$ cat config.mk
export PLATFORM = sky130hd
export DESIGN_NAME = pipe_hazard_ctrl_flat
export DESIGN_NICKNAME = d
export VERILOG_FILES = /design/src/rtl/pipe_hazard_ctrl_if.sv /design/src/rtl/pipe_hazard_ctrl.sv /design/src/flat_wrapper.sv
export SDC_FILE = /design/constraint.sdc
export NUM_CORES = 1
export LEC_CHECK = 0
export BUFFER_PORTS_ARGS = -buffer_cell sky130_fd_sc_hd__buf_2
export CAP_MARGIN = 20
export CORE_ASPECT_RATIO = 1.5
export CORE_UTILIZATION = 53
export DETAILED_ROUTE_END_ITERATION = 16
export HOLD_SLACK_MARGIN = 0.06
export PLACE_DENSITY = 0.95
export SETUP_SLACK_MARGIN = 0.3
export SKIP_CTS_REPAIR_TIMING = 1
export SYNTH_ARGS = -nofsm -noshare
export SYNTH_HDL_FRONTEND = slang
export SYNTH_SLANG_ARGS = --single-unit
$ cat constraint.sdc
create_clock -name clk -period 4.1 [get_ports clk]
set_input_delay 0.615 -clock clk [delete_from_list [all_inputs] [get_ports clk]]
set_output_delay 0.615 -clock clk [all_outputs]
set_load 0.01 [all_outputs]
$ cat src/rtl/pipe_hazard_ctrl_if.sv
// Control bundle between the pipeline hazard controller and the core's
// stage registers: stall requests and multi-cycle/flush inputs going in,
// per-stage holds, flush/redirect and the perf counter coming out.
interface pipe_hazard_ctrl_if #(
    parameter int unsigned STAGES = 6,
    parameter int unsigned PC_W   = 32,
    parameter int unsigned CNT_W  = 6,
    parameter int unsigned PERF_W = 32
);
    logic [STAGES-1:0] stallreq;
    logic              mc_start;
    logic [CNT_W-1:0]  mc_cycles;
    logic              flush_req;
    logic [PC_W-1:0]   flush_pc;

    logic [STAGES-1:0] stall;
    logic              flush;
    logic [PC_W-1:0]   new_pc;
    logic              mc_busy;
    logic [PERF_W-1:0] stall_cycles;

    // Pipeline side: raises requests, consumes holds and redirects.
    modport master (
        output stallreq, mc_start, mc_cycles, flush_req, flush_pc,
        input  stall, flush, new_pc, mc_busy, stall_cycles
    );

    // Controller side.
    modport slave (
        input  stallreq, mc_start, mc_cycles, flush_req, flush_pc,
        output stall, flush, new_pc, mc_busy, stall_cycles
    );
endinterface

$ cat src/rtl/pipe_hazard_ctrl.sv
// Central pipeline controller for the 5-stage core.
// Merges per-stage stall requests into a thermometer hold bus
// (bit0=PC .. bit5=WB), times multi-cycle EX operations, issues registered
// flushes with a redirect PC and counts stalled cycles (saturating).
module pipe_hazard_ctrl #(
    parameter int unsigned STAGES   = 6,
    parameter int unsigned PC_W     = 32,
    parameter int unsigned CNT_W    = 6,
    parameter int unsigned MC_STAGE = 3,
    parameter int unsigned PERF_W   = 32
) (
    input logic               clk,
    input logic               rst,
    pipe_hazard_ctrl_if.slave bus
);
    logic [CNT_W-1:0]  mc_cnt;
    logic              flush_q;
    logic [PC_W-1:0]   new_pc_q;
    logic [PERF_W-1:0] perf_q;

    logic              mc_req;
    logic              mc_accept;
    logic              busy;
    logic [STAGES-1:0] eff;
    logic [STAGES-1:0] stall_c;
    logic              acc;

    // Multi-cycle request qualification; a pending flush suppresses new ops.
    always_comb begin
        mc_req    = bus.mc_start && (bus.mc_cycles != '0) && !flush_q;
        mc_accept = mc_req && (mc_cnt == '0);
        busy      = !rst && ((mc_cnt != '0) || mc_req);
    end

    // Merge requests and extend to a thermometer: the deepest stalled stage
    // holds every stage upstream of it. Flush overrides all stalls.
    always_comb begin
        eff     = bus.stallreq | (STAGES'(busy) << MC_STAGE);
        acc     = 1'b0;
        stall_c = '0;
        for (int unsigned i = 0; i < STAGES; i++) begin
            acc = acc | eff[STAGES-1-i];
            stall_c[STAGES-1-i] = acc;
        end
        if (rst || flush_q) begin
            stall_c = '0;
        end
    end

    // Multi-cycle timer: the start cycle stalls combinationally, the counter
    // covers the remaining mc_cycles-1 cycles.
    always_ff @(posedge clk) begin
        if (rst) begin
            mc_cnt <= '0;
        end else if (flush_q) begin
            mc_cnt <= '0;
        end else if (mc_cnt != '0) begin
            mc_cnt <= mc_cnt - CNT_W'(1);
        end else if (mc_accept) begin
            mc_cnt <= bus.mc_cycles - CNT_W'(1);
        end
    end

    // Flush is registered so no combinational path exists from flush_req.
    always_ff @(posedge clk) begin
        if (rst) begin
            flush_q  <= 1'b0;
            new_pc_q <= '0;
        end else begin
            flush_q <= bus.flush_req;
            if (bus.flush_req) begin
                new_pc_q <= bus.flush_pc;
            end
        end
    end

    // Saturating count of cycles in which the PC is held.
    always_ff @(posedge clk) begin
        if (rst) begin
            perf_q <= '0;
        end else if (stall_c[0] && (perf_q != '1)) begin
            perf_q <= perf_q + PERF_W'(1);
        end
    end

    // Drive the interface outputs.
    always_comb begin
        bus.stall        = stall_c;
        bus.flush        = flush_q;
        bus.new_pc       = new_pc_q;
        bus.mc_busy      = busy;
        bus.stall_cycles = perf_q;
    end
endmodule

$ cat src/flat_wrapper.sv
// flat-port wrapper written by rule: the top's interface ports become plain ports
module pipe_hazard_ctrl_flat 
#(
    parameter int unsigned STAGES   = 6,
    parameter int unsigned PC_W     = 32,
    parameter int unsigned CNT_W    = 6,
    parameter int unsigned MC_STAGE = 3,
    parameter int unsigned PERF_W   = 32
)
  (clk, rst, bus_stallreq, bus_mc_start, bus_mc_cycles, bus_flush_req, bus_flush_pc, bus_stall, bus_flush, bus_new_pc, bus_mc_busy, bus_stall_cycles);
  pipe_hazard_ctrl_if #(.STAGES(STAGES), .PC_W(PC_W), .CNT_W(CNT_W), .PERF_W(PERF_W)) bus_i ();
  input logic clk;
  input logic rst;
  input wire logic [$bits(bus_i.stallreq)-1:0] bus_stallreq;
  input wire logic [$bits(bus_i.mc_start)-1:0] bus_mc_start;
  input wire logic [$bits(bus_i.mc_cycles)-1:0] bus_mc_cycles;
  input wire logic [$bits(bus_i.flush_req)-1:0] bus_flush_req;
  input wire logic [$bits(bus_i.flush_pc)-1:0] bus_flush_pc;
  output wire logic [$bits(bus_i.stall)-1:0] bus_stall;
  output wire logic [$bits(bus_i.flush)-1:0] bus_flush;
  output wire logic [$bits(bus_i.new_pc)-1:0] bus_new_pc;
  output wire logic [$bits(bus_i.mc_busy)-1:0] bus_mc_busy;
  output wire logic [$bits(bus_i.stall_cycles)-1:0] bus_stall_cycles;
  assign bus_i.stallreq = bus_stallreq;
  assign bus_i.mc_start = bus_mc_start;
  assign bus_i.mc_cycles = bus_mc_cycles;
  assign bus_i.flush_req = bus_flush_req;
  assign bus_i.flush_pc = bus_flush_pc;
  assign bus_stall = bus_i.stall;
  assign bus_flush = bus_i.flush;
  assign bus_new_pc = bus_i.new_pc;
  assign bus_mc_busy = bus_i.mc_busy;
  assign bus_stall_cycles = bus_i.stall_cycles;
  pipe_hazard_ctrl #(.STAGES(STAGES), .PC_W(PC_W), .CNT_W(CNT_W), .MC_STAGE(MC_STAGE), .PERF_W(PERF_W)) u_core (.clk(clk), .rst(rst), .bus(bus_i));
endmodule
==> results of run 1 <==
[power groups by stage]
stage                     registers [mW]  logic (mW)  clock network, mW
after detailed placement           0.788       0.452                  0
after CTS                          0.773       0.454              0.633
after floorplan                    0.791       0.323                  0
after global routing               0.781       0.506              0.668
after global placement             0.785       0.425                  0
final                              0.775       0.464              0.626
[worst paths after layout]
kind                                     from                           to  slack, ns
setup / recovery              bus_stallreq[4]                 bus_stall[0]       1.04
hold / removal    u_core.bus.stall_cycles[27]  u_core.bus.stall_cycles[27]       0.50
setup reg to reg   u_core.bus.stall_cycles[0]  u_core.bus.stall_cycles[20]       1.55
hold reg to reg   u_core.bus.stall_cycles[27]  u_core.bus.stall_cycles[27]       0.50
[cell families (layout without fill, tap and decap cells)]
| kind of cell | Yosys count | in the layout |
|---|---|---|
| mux | 37 | 37 |
| simple gates | 155 | 155 |
| flops | 71 | 71 |
| xor+xnor | 4 | 4 |
| compound gates | 74 | 74 |
| fa+ha+maj | 2 | 2 |
| buf+inv | 28 | 143 |
[per-layer routing]
metal	up-vias	track usage, %	share of wire (%)
li1	1608	-	-
met1	1594	28.8	38
met2	116	49.2	54
met3	18	7.87	5.4
met4	0	10.8	2.1
met5	-	0	0
[flip-flops by register name (all words and copies together), names as in the netlist]
name and flops:
u_core.mc_cnt 6, u_core.bus.flush 1, u_core.bus.new_pc 32, u_core.bus.stall_cycles 32
[final cells by class]
type | instances | share of cell area [%]
Clock buffer | 10 | 3.33
Multi-Input combinational cell | 272 | 42.7
Tap cell | 72 | 2.18
Clock inverter | 5 | 1.97
Inverter | 6 | 0.544
Timing Repair Buffer | 122 | 14.9
Sequential cell | 71 | 34.4
[worst register-to-register path: cells and delay by family (launching register included)]
family	cells	cell delay [ns]
muxes	1	0.37
and+or+nand+nor	3	0.81
DFF	1	0.45
AOI/OAI and AO/OA	1	0.50
adders and majority gates	1	0.31
[cell usage in the layout (no fill, tap or decap), types with 10 or more instances in the layout]
cell	count
nor2_1	60
nand3_1	15
a21oi_1	28
mux2i_1	32
clkbuf_8	10
or4_1	17
dfxtp_1	71
nand2_1	12
o31ai_1	14
buf_2	119
==> impl_summary.md, run 1 <==
Die
The floorplan step set the die width to 66.4 um. The core region is 0.00591 mm^2. The number of core rows is 34. Once the floorplan was initialized, standard cells occupied 55.8% of the core. The die outline area is 0.00655 mm^2. Measured along the y axis, the die boundary spans 98.6 um. The number of ports placed on the die boundary is 120.

Min path
The hold path depth is 2. The min-delay analysis places its worst path in the category reg -> reg.

Yosys
The number of storage elements in the synthesis netlist is 71. The most used flip-flop cell after synthesis is dfxtp_1. The biggest area contributor in the post-synthesis netlist is dfxtp_1. The synthesized instance count is 371.

The synthesized-area fraction occupied by ao, oa, aoi and oai cells is 15.5%. The fraction of synthesized cell area taken by the top area cell type is 43.1%. The synthesized netlist occupies a cell area of 0.00330 mm^2. After synthesis, the mean cell area works out to 8.89 um^2. By area the synthesized netlist is led by dfxtp_1 43%, mux2i_1 9.7%, nor2_1 6.8%. Yosys printed 0 warnings. By count the netlist is led by 71 x dfxtp_1, 60 x nor2_1, 32 x mux2i_1. For this run, asynchronously set or reset flops after synthesis account for 0%. When the netlist entered floorplanning its net count stood at 421. The share of synthesized cell area in and, or, nand and nor gates is 24.6%. The xor and xnor area share after synthesis is 1.06%. The fraction of the mapped netlist area in adder cells is 0.758%. The post-synthesis mux area share is 11.4%. By area, the combinational part of the netlist is dominated by simple AND/OR/NAND/NOR gates. Synthesis instantiated 45 different standard cells from the library. Yosys mapped a number of flops with a built-in enable equal to 0. The share of synthesized area occupied by flip-flops and latches is 43.1%.

The most common cell in the synthesized netlist is dfxtp_1.

Power and ir drop
The power per cell area is 451 mW/mm^2. The worst-case IR drop observed on VDD is 0.423 mV. Per report_power, the sequential group accounts for 41.6% of the total. The leakage power summed over all cells is 1.83 nW.

The fraction of power spent switching nets is 31.2%. The design draws 1.86 mW. The analysis attributes to net switching a power of 0.582 mW. The internal power summed over all cells is 1.28 mW.

The clock network burns 33.6% of the power. Per report_power, the combinational group accounts for 24.9% of the total.

STA
The number of max-slew violations in the final report came to 0. Setup violations remaining at the end of the flow were counted as 0. Setup repair after global routing left no endpoint under its margin. The worst path meets setup with 1.04 ns of slack. The tightest hold margin is 0.496 ns. Adding up every negative setup slack in the final design gives 0 ns.

Measured against its own limit, the worst slew margin works out to 39.3%. The final critical path time including I/O delays and setup is 3.06 ns. The worst-case clock skew is 0.00891 ns. The worst-margin pin slew is 0.911 ns. Static timing analysis puts the maximum clock frequency at 327 MHz.

The final critical path takes up 74.6% of the cycle. The hold violation count in the final report was 0.

Global routing
The remaining global-route overflow is 0. The number of global-route vias before repair is 3173. The initial antenna violation count is 0. The pin count of the biggest net entering global routing is 53.

The first global-routing pass estimated 13900 um of wire. The overall fraction of global-route tracks in use is 27.3%.

Worst setup path
The most frequent cell on the critical path is buf_2. The type of the setup path with the least slack is in -> out. Along the worst path, the maximum fanout reaches 32. The data required time of the worst path is 3.48 ns. Counting buffers and inverters, the worst setup path is 7 cells deep. STA classifies the critical path startpoint as an input port.

The length in cells of the worst reg-to-reg path is 6. The sort of element at the end of the critical path is an output port. At the worst endpoint, the arrival time is 2.44 ns. The slowest stage cell on the critical path is or4_4. The kind of cell with the highest combined delay along the critical path is simple AND/OR/NAND/NOR gates. Together, buffers and inverters on the worst path number 4. For this run, the slowest stage of the critical path takes 0.56 ns. Traced cell by cell, the critical path runs through buf_2 > or4_4 > or3_4 > o31ai_4 > buf_4 > inv_2 > buf_2.

Clock tree
The clock-pin slew reported for the worst setup and hold paths after clock tree synthesis is 0.07 ns. The clock tree from TritonCTS is done. The clock tree root driver cell is clkbuf_8. No sink is reached through more buffers than the 2 on the longest clock path. For the worst-skew pair, the clock arrives at the later sink with an insertion delay of 0.35 ns.

The H-tree depth is 3. For this design, the sink count on the clock tree is 71. Counting the buffers created by CTS gives 9.

Route
The via total after detailed routing is 3336. The via density per instance is 5.98. The count of nets left with antenna violations after detail routing is 0. The first-pass iteration count of the detailed router is 4. After detailed routing, the number of remaining DRC violations is 0. The number of DRC markers after the initial detailed-route iteration is 226. In the final routed layout, each cell accounts on average for 15.2 um. After detailed routing, the total wire length is 8470 um.

Placed design
Detailed placement ended at an HPWL of 6290 um. The number of cells after detailed placement is 543. The count of buffers from port buffering is 119. Summing all placed instances gives a cell area of 0.00392 mm^2. At the end of routability-driven placement, the weighted congestion stood at 0.930. The worst setup slack before clock tree synthesis is 1.07 ns.

Finish
After routing the design area is 0.00414 mm^2. The end-of-flow core utilization is 70.0%. The fraction of layout instances using a drive strength above 1 is 31.3%. The area taken by flip-flops and latches is 0.00142 mm^2. Fill cells in the final layout number 454. The area growth from synthesis to layout is 25.4%. The count of placed standard cells in the final layout, fillers left out is 558. The layout net count is 532. The total area of multi-input combinational cells is 0.00177 mm^2. The repair_antennas step left the layout with diodes totalling 0.

Flow run
The number of max-cap violations is 0.

Status
The flow ran to the end, and the final reports show no timing, DRC or antenna violations.
Power figures use the tool's default switching activity.
==> run 2, diff against run 1 <==
--- a/config.mk
+++ b/config.mk
@@ -8,10 +8,10 @@
 export BUFFER_PORTS_ARGS = -buffer_cell sky130_fd_sc_hd__buf_2
 export CAP_MARGIN = 20
 export CORE_ASPECT_RATIO = 1.5
-export CORE_UTILIZATION = 53
+export CORE_UTILIZATION = 45
 export DETAILED_ROUTE_END_ITERATION = 16
 export HOLD_SLACK_MARGIN = 0.06
-export PLACE_DENSITY = 0.95
+export PLACE_DENSITY = 0.89
 export SETUP_SLACK_MARGIN = 0.3
 export SKIP_CTS_REPAIR_TIMING = 1
 export SYNTH_ARGS = -nofsm -noshare
==> constraint.sdc (replaced) <==
create_clock -name clk -period 2.7 [get_ports clk]
set_input_delay 0.405 -clock clk [delete_from_list [all_inputs] [get_ports clk]]
set_output_delay 0.405 -clock clk [all_outputs]
set_load 0.01 [all_outputs]
==> run 2 against run 1 <==
Against the previous run:
- combinational power grew 48%
- sequential power increased by 51%
- sequential share of layout area is 1.6 points lower
- first-iteration DRC count grew 1.8%
- critical path depth is 1 lower
- die area up 17%
- clock skew shrank 0.00086 ns
- flip-flop and latch count did not move
- via count fell by 0.75%
==> impl_summary.md, run 2 (synthesis results as in run 1) <==
Finish
The layout net count is 541. The post-route netlist has 33.5% of its cells at a drive strength greater than 1. In the layout the commonest cells are 116 x buf_2, 70 x dfxtp_1, 60 x nor2_1, 32 x mux2i_1, 28 x a21oi_1. Fill cells in the final layout number 585. Compared with the post-synthesis result, the final layout area differs by 31.7%.

The most common cell after layout, fill and taps aside is buf_2. The cell area after layout is 0.00434 mm^2.

STA
The number of max-slew violations in the final report came to 0. The number of failing setup endpoints in the final timing report is 0. Summed over all failing endpoints, the final setup total negative slack is 0 ns. Subtracting the final worst setup slack from the clock period gives 2.43 ns.

The worst-margin pin slew is 0.916 ns. Setup repair after global routing could not meet its margin everywhere. The hold violation count in the final report is 0. The final worst-path cycle share is 89.9%.

The top achievable clock speed is 412 MHz. The worst-case clock skew is 0.00805 ns. The tightest hold margin is 0.293 ns. The headroom to the max-slew limit is 38.9%.

Placed design
Routability-driven placement finished with a final weighted congestion of 0.874. The post-detailed-placement cell area is 0.00400 mm^2. In this run the tool buffered the top-level ports with 119 buffer cells. The estimated wirelength of the detail-placed design is 6290 um.

Clock tree
In this run the clock root is driven by a clkbuf_8. The clock tree from TritonCTS is done. After clock tree synthesis, the clock-pin slew on the worst setup and hold paths is 0.08 ns. The maximum root-to-sink buffer count is 2. The clock net in this run drives a total of 71 sinks. The H-tree depth is 3. At the later pin of the worst-skew pair, clock insertion delay measures 0.35 ns. The clock buffer count from CTS is 9.

Power and ir drop
Dividing total power by cell area gives a power density of 690 mW/mm^2. For this design the static power due to leakage is 1.91 nW. IR analysis of the VDD net gives a maximum drop of 0.594 mV.

Die
The effective utilization at floorplan is 47.2%. After floorplanning, the core was divided into 37 placement rows. The height of the die is 107 um. The die is 71.9 um wide. The region available for standard cell placement spans 0.00699 mm^2.

120 I/O pins were placed. The die outline area is 0.00769 mm^2.

Route
In the routed layout, each cell is associated on average with a via count of 5.57. The first-pass iteration count of the detailed router is 5. The count of nets left with antenna violations after detail routing is 0. After detailed routing, the average wire length per cell comes to 14.5 um.

The via total after detailed routing is 3311. The routed design has 8620 um of wire. The number of DRC markers after the initial detailed-route iteration is 230. For this run, design rule violations remaining after detail routing come to 0.

Worst setup path
The critical path arrival is 2.02 ns. Of all nets on the critical path, the largest fanout is 4. The category of the worst setup path launch point is an input port. STA puts the critical path data required time at 2.30 ns. The type of the setup path with the least slack is in -> out.

The worst setup path is captured at an output port.

Global routing
The busiest layer in global routing is met2. The met1 layer usage reported by global route is 24.5%. The met2 usage is 40.2%.

The number of global-route vias before repair was 3109. The first global-routing pass estimated 13700 um of wire. Global routing used 3.67% of the available met3 tracks. Entering global routing, the biggest net connects 67 pins. The overall fraction of global-route tracks in use is 22.3%.

For this run the aggregate overflow at the end of global routing stands at 0. The initial antenna violation count came to 1.

Min path
In this run the worst hold path is classified as in -> reg.

Status
The run finished with clean final reports.

Flow run
The tool flagged a number of max-cap violations equal to 0.
==> run 2: metal layers <==
metal / wire (um) / part of all wire [%]
met1: 3260 / 38
met2: 4730 / 55
met3: 398 / 4.6
met4: 231 / 2.7
met5: 0 / 0
==> run 2: worst paths after layout <==
kind / startpoint / end / slack, ns / depth (start not counted)
setup reg to reg: u_core.bus.stall_cycles[1] / u_core.bus.stall_cycles[20] / 0.41 / 6
hold / removal: bus_flush_pc[28] / u_core.bus.new_pc[28] / 0.29 / 3
hold reg to reg: u_core.bus.stall_cycles[27] / u_core.bus.stall_cycles[27] / 0.50 / 2
setup / recovery: bus_stallreq[2] / bus_stall[0] / 0.27 / 6
==> run 2: critical path, stage by stage <==
cell	delay (ns)
buf_6	0.09
or4_4	0.55
or3_4	0.41
o31ai_4	0.33
inv_2	0.10
buf_6	0.13
==> run 2: report_power, final <==
| group | internal (mW) | switching (mW) |
|---|---|---|
| Combinational | 0.290 | 0.399 |
| Clock | 0.735 | 0.400 |
| Sequential | 1.12 | 0.0516 |
| Total | 2.15 | 0.850 |
==> run 2: final cells by class <==
cell class | count | area (um^2) | area share, %
Multi-Input combinational cell | 272 | 1790 | 41.2
Sequential cell | 71 | 1420 | 32.7
Timing Repair Buffer | 131 | 717 | 16.5
Clock buffer | 11 | 141 | 3.25
Clock inverter | 5 | 129 | 2.97
Tap cell | 97 | 121 | 2.79
Inverter | 6 | 22.5 | 0.518
Antenna cell | 1 | 2.50 | 0.0576
==> run 2: per-stage QoR <==
| step | total power [mW] | setup slack (ns) | utilization, % | std cells |
|---|---|---|---|---|
| final | 3.00 | 0.273 | 62.1 | 594 |
| after global routing | 3.15 | 0.235 | 62.1 | 594 |
| after global placement | 1.83 | 0.295 | 57.2 | 573 |
| after CTS | 3.00 | 0.199 | 61.1 | 589 |
| after detailed placement | 1.87 | 0.211 | 57.2 | 573 |
| after floorplan | 1.69 | 0.420 | - | 371 |
==> run 3, diff against run 2 <==
--- a/config.mk
+++ b/config.mk
@@ -12,7 +12,7 @@
 export DETAILED_ROUTE_END_ITERATION = 16
 export HOLD_SLACK_MARGIN = 0.06
 export PLACE_DENSITY = 0.89
-export SETUP_SLACK_MARGIN = 0.3
+export SETUP_SLACK_MARGIN = 0.15
 export SKIP_CTS_REPAIR_TIMING = 1
 export SYNTH_ARGS = -nofsm -noshare
 export SYNTH_HDL_FRONTEND = slang
==> run 3 against run 2 <==
Against the previous run:
- maximum frequency fell by 0.65%
- clock power about the same
- first-iteration DRC count is 11% lower
- non-clock buffer count decreased by 4
- global-route usage stayed put
- sequential share of layout area is 0.50 points higher
- critical endpoint is now u_core.bus.stall_cycles[20]
- routed wire length fell by 1.4%
- core utilization shrank 0.98 points
- hold slack gained 0.0033 ns
- sequential power is essentially flat
- highest routed layer unchanged
- final area is 1.6% lower
- via count fell by 0.88%
==> impl_summary.md, run 3 (synthesis results as in run 1) <==
Clock tree
The clock tree root driver cell is clkbuf_8. The H-tree was split into 3 levels. The clock-pin slew reported for the worst setup and hold paths after clock tree synthesis is 0.08 ns. For this design, the sink count on the clock tree is 71.

The maximum root-to-sink buffer count is 2. For the worst-skew pair, the clock arrives at the later sink with an insertion delay of 0.35 ns. TritonCTS built the clock tree. The number of clock buffers added by TritonCTS is 9.

STA
The hold violation count in the final report was 0. The number of failing setup endpoints in the final timing report is 0. Setup repair after global routing left no endpoint under its margin. Clock skew on the completed layout was measured at 0.00950 ns. The worst-margin pin slew is 0.916 ns.

The headroom to the max-slew limit is 38.9%. The worst path needs 2.44 ns of the cycle, external delays included. The number of max-slew violations in the final report is 0. After layout, the worst path uses 90.5% of the clock period. Static timing analysis puts the maximum clock frequency at 409 MHz. The accumulated negative setup slack is 0 ns.

Route
The number of DRC markers after the initial detailed-route iteration is 205. Dividing the detail-routed via count by the number of cells gives 5.56. Once detail routing completed, the nets flagged for antenna violations numbered 0.

The wire length per cell is 14.4 um. The first detailed-routing pass ran for 4 iterations. For this block, the via count after detailed routing is 3282. After detailed routing, the number of remaining DRC violations is 0. For this block, the routed nets add up to 8500 um of wire.

Global routing
The overall fraction of global-route tracks in use is 22.3%. The remaining global-route overflow is 0. The initial antenna violation count is 1.

The wire length of the first global-routing pass is 13700 um. Entering global routing, the biggest net connects 67 pins. The number of global-route vias before repair came to 3109.

Worst setup path
The sort of element at the end of the critical path is a flip-flop. The data required time of the worst path is 2.94 ns. The critical path arrival is 2.68 ns. Along the worst path, the maximum fanout reaches 10.

The type of the setup path with the least slack is reg -> reg. The category of the worst setup path launch point is a flip-flop.

Status
The run finished with clean final reports.

Power and ir drop
In this run the power spent charging and discharging nets is 0.846 mW. The share of total power dissipated in the clock network is 37.9%. The largest voltage drop on the vdd net is 0.592 mV.

Sequential cells burn 39.3% of the power. In this run, the combinational gates consume 22.8% of the power. Summed over all cells, the static leakage comes to 1.88 nW. Dividing total power by cell area gives a power density of 698 mW/mm^2. The overall power is 2.98 mW.

Net switching is 28.3% of the power. Internal power comes to 2.14 mW.

Die
The die covers 0.00769 mm^2. The number of ports placed on the die boundary is 120. The standard cell core area is 0.00699 mm^2.

The height of the die is 107 um. From left edge to right edge, the die measures 71.9 um. The effective utilization at floorplan is 47.2%. The number of core rows is 37.

Finish
The fraction of layout instances using a drive strength above 1 is 32.3%. The relative area change from synthesis to final layout is 29.6%. The cell area after layout is 0.00428 mm^2. The number of fillers in the final layout is 594. The top cell types in the final layout, fill and taps aside, are 119 x buf_2, 71 x dfxtp_1, 60 x nor2_1, 32 x mux2i_1, 28 x a21oi_1. The layout net count is 537. The library cell used most frequently in the layout, excluding fill and tap cells, is buf_2.

Flow run
Max-cap violations in this run came to 0.

Placed design
The count of buffers from port buffering is 119. At the end of routability-driven placement, the weighted congestion stood at 0.874. The estimated wirelength of the detail-placed design is 6290 um. The post-detailed-placement cell area is 0.00400 mm^2.

Min path
The path class of the tightest hold or removal check is in -> reg.
run 3: final timing paths:
check | startpoint | endpoint | slack [ns] | depth (start not counted)
worst min register to register | u_core.bus.new_pc[19] | u_core.bus.new_pc[19] | 0.50 | 2
worst min-delay path | bus_flush_pc[28] | u_core.bus.new_pc[28] | 0.30 | 3
worst max register to register | u_core.bus.stall_cycles[0] | u_core.bus.stall_cycles[20] | 0.26 | 6
worst max-delay path | u_core.bus.stall_cycles[0] | u_core.bus.stall_cycles[20] | 0.26 | 6
run 3: area by class of cell:
cell class	instances	area (um^2)	area share (%)
multi-input cells	272	1770	41.4
clock buffers	11	141	3.31
well taps	97	121	2.84
diodes	1	2.50	0.0585
flip-flops and latches	71	1420	33.2
inverters	6	22.5	0.527
clock inverters	5	129	3.01
repair buffers	127	668	15.6
run 3: through the flow:
step	cells	utilization, %	hold WS (ns)	setup slack [ns]
after floorplan	371	-	0.504	0.420
after global placement	573	57.2	0.467	0.295
after detailed placement	573	57.2	0.483	0.211
after CTS	589	61.1	0.285	0.199
after global routing	590	61.2	0.300	0.156
final	590	61.2	0.296	0.257
run 3: routing by layer:
metal	track usage [%]	vias to the layer above	routed length [um]
li1	-	1617	-
met3	3.67	16	314
met2	40.2	95	4580
met1	24.5	1554	3410
met4	11.8	0	194
met5	0	-	0
run 3: critical path, cell delays in order, from the launching register on:
cell and delay [ns]:
dfxtp_1 0.43, ha_2 0.28, nand3_1 0.09, or3_1 0.47, a311o_2 0.49, nor4_1 0.22, mux2_2 0.37
run 3: power by group through the flow:
stage	clock (mW)	combinational [mW]	sequential (mW)
after floorplan	0	0.490	1.20
after global placement	0	0.640	1.19
after detailed placement	0	0.676	1.20
after CTS	1.15	0.679	1.17
after global routing	1.19	0.758	1.18
final	1.13	0.680	1.17
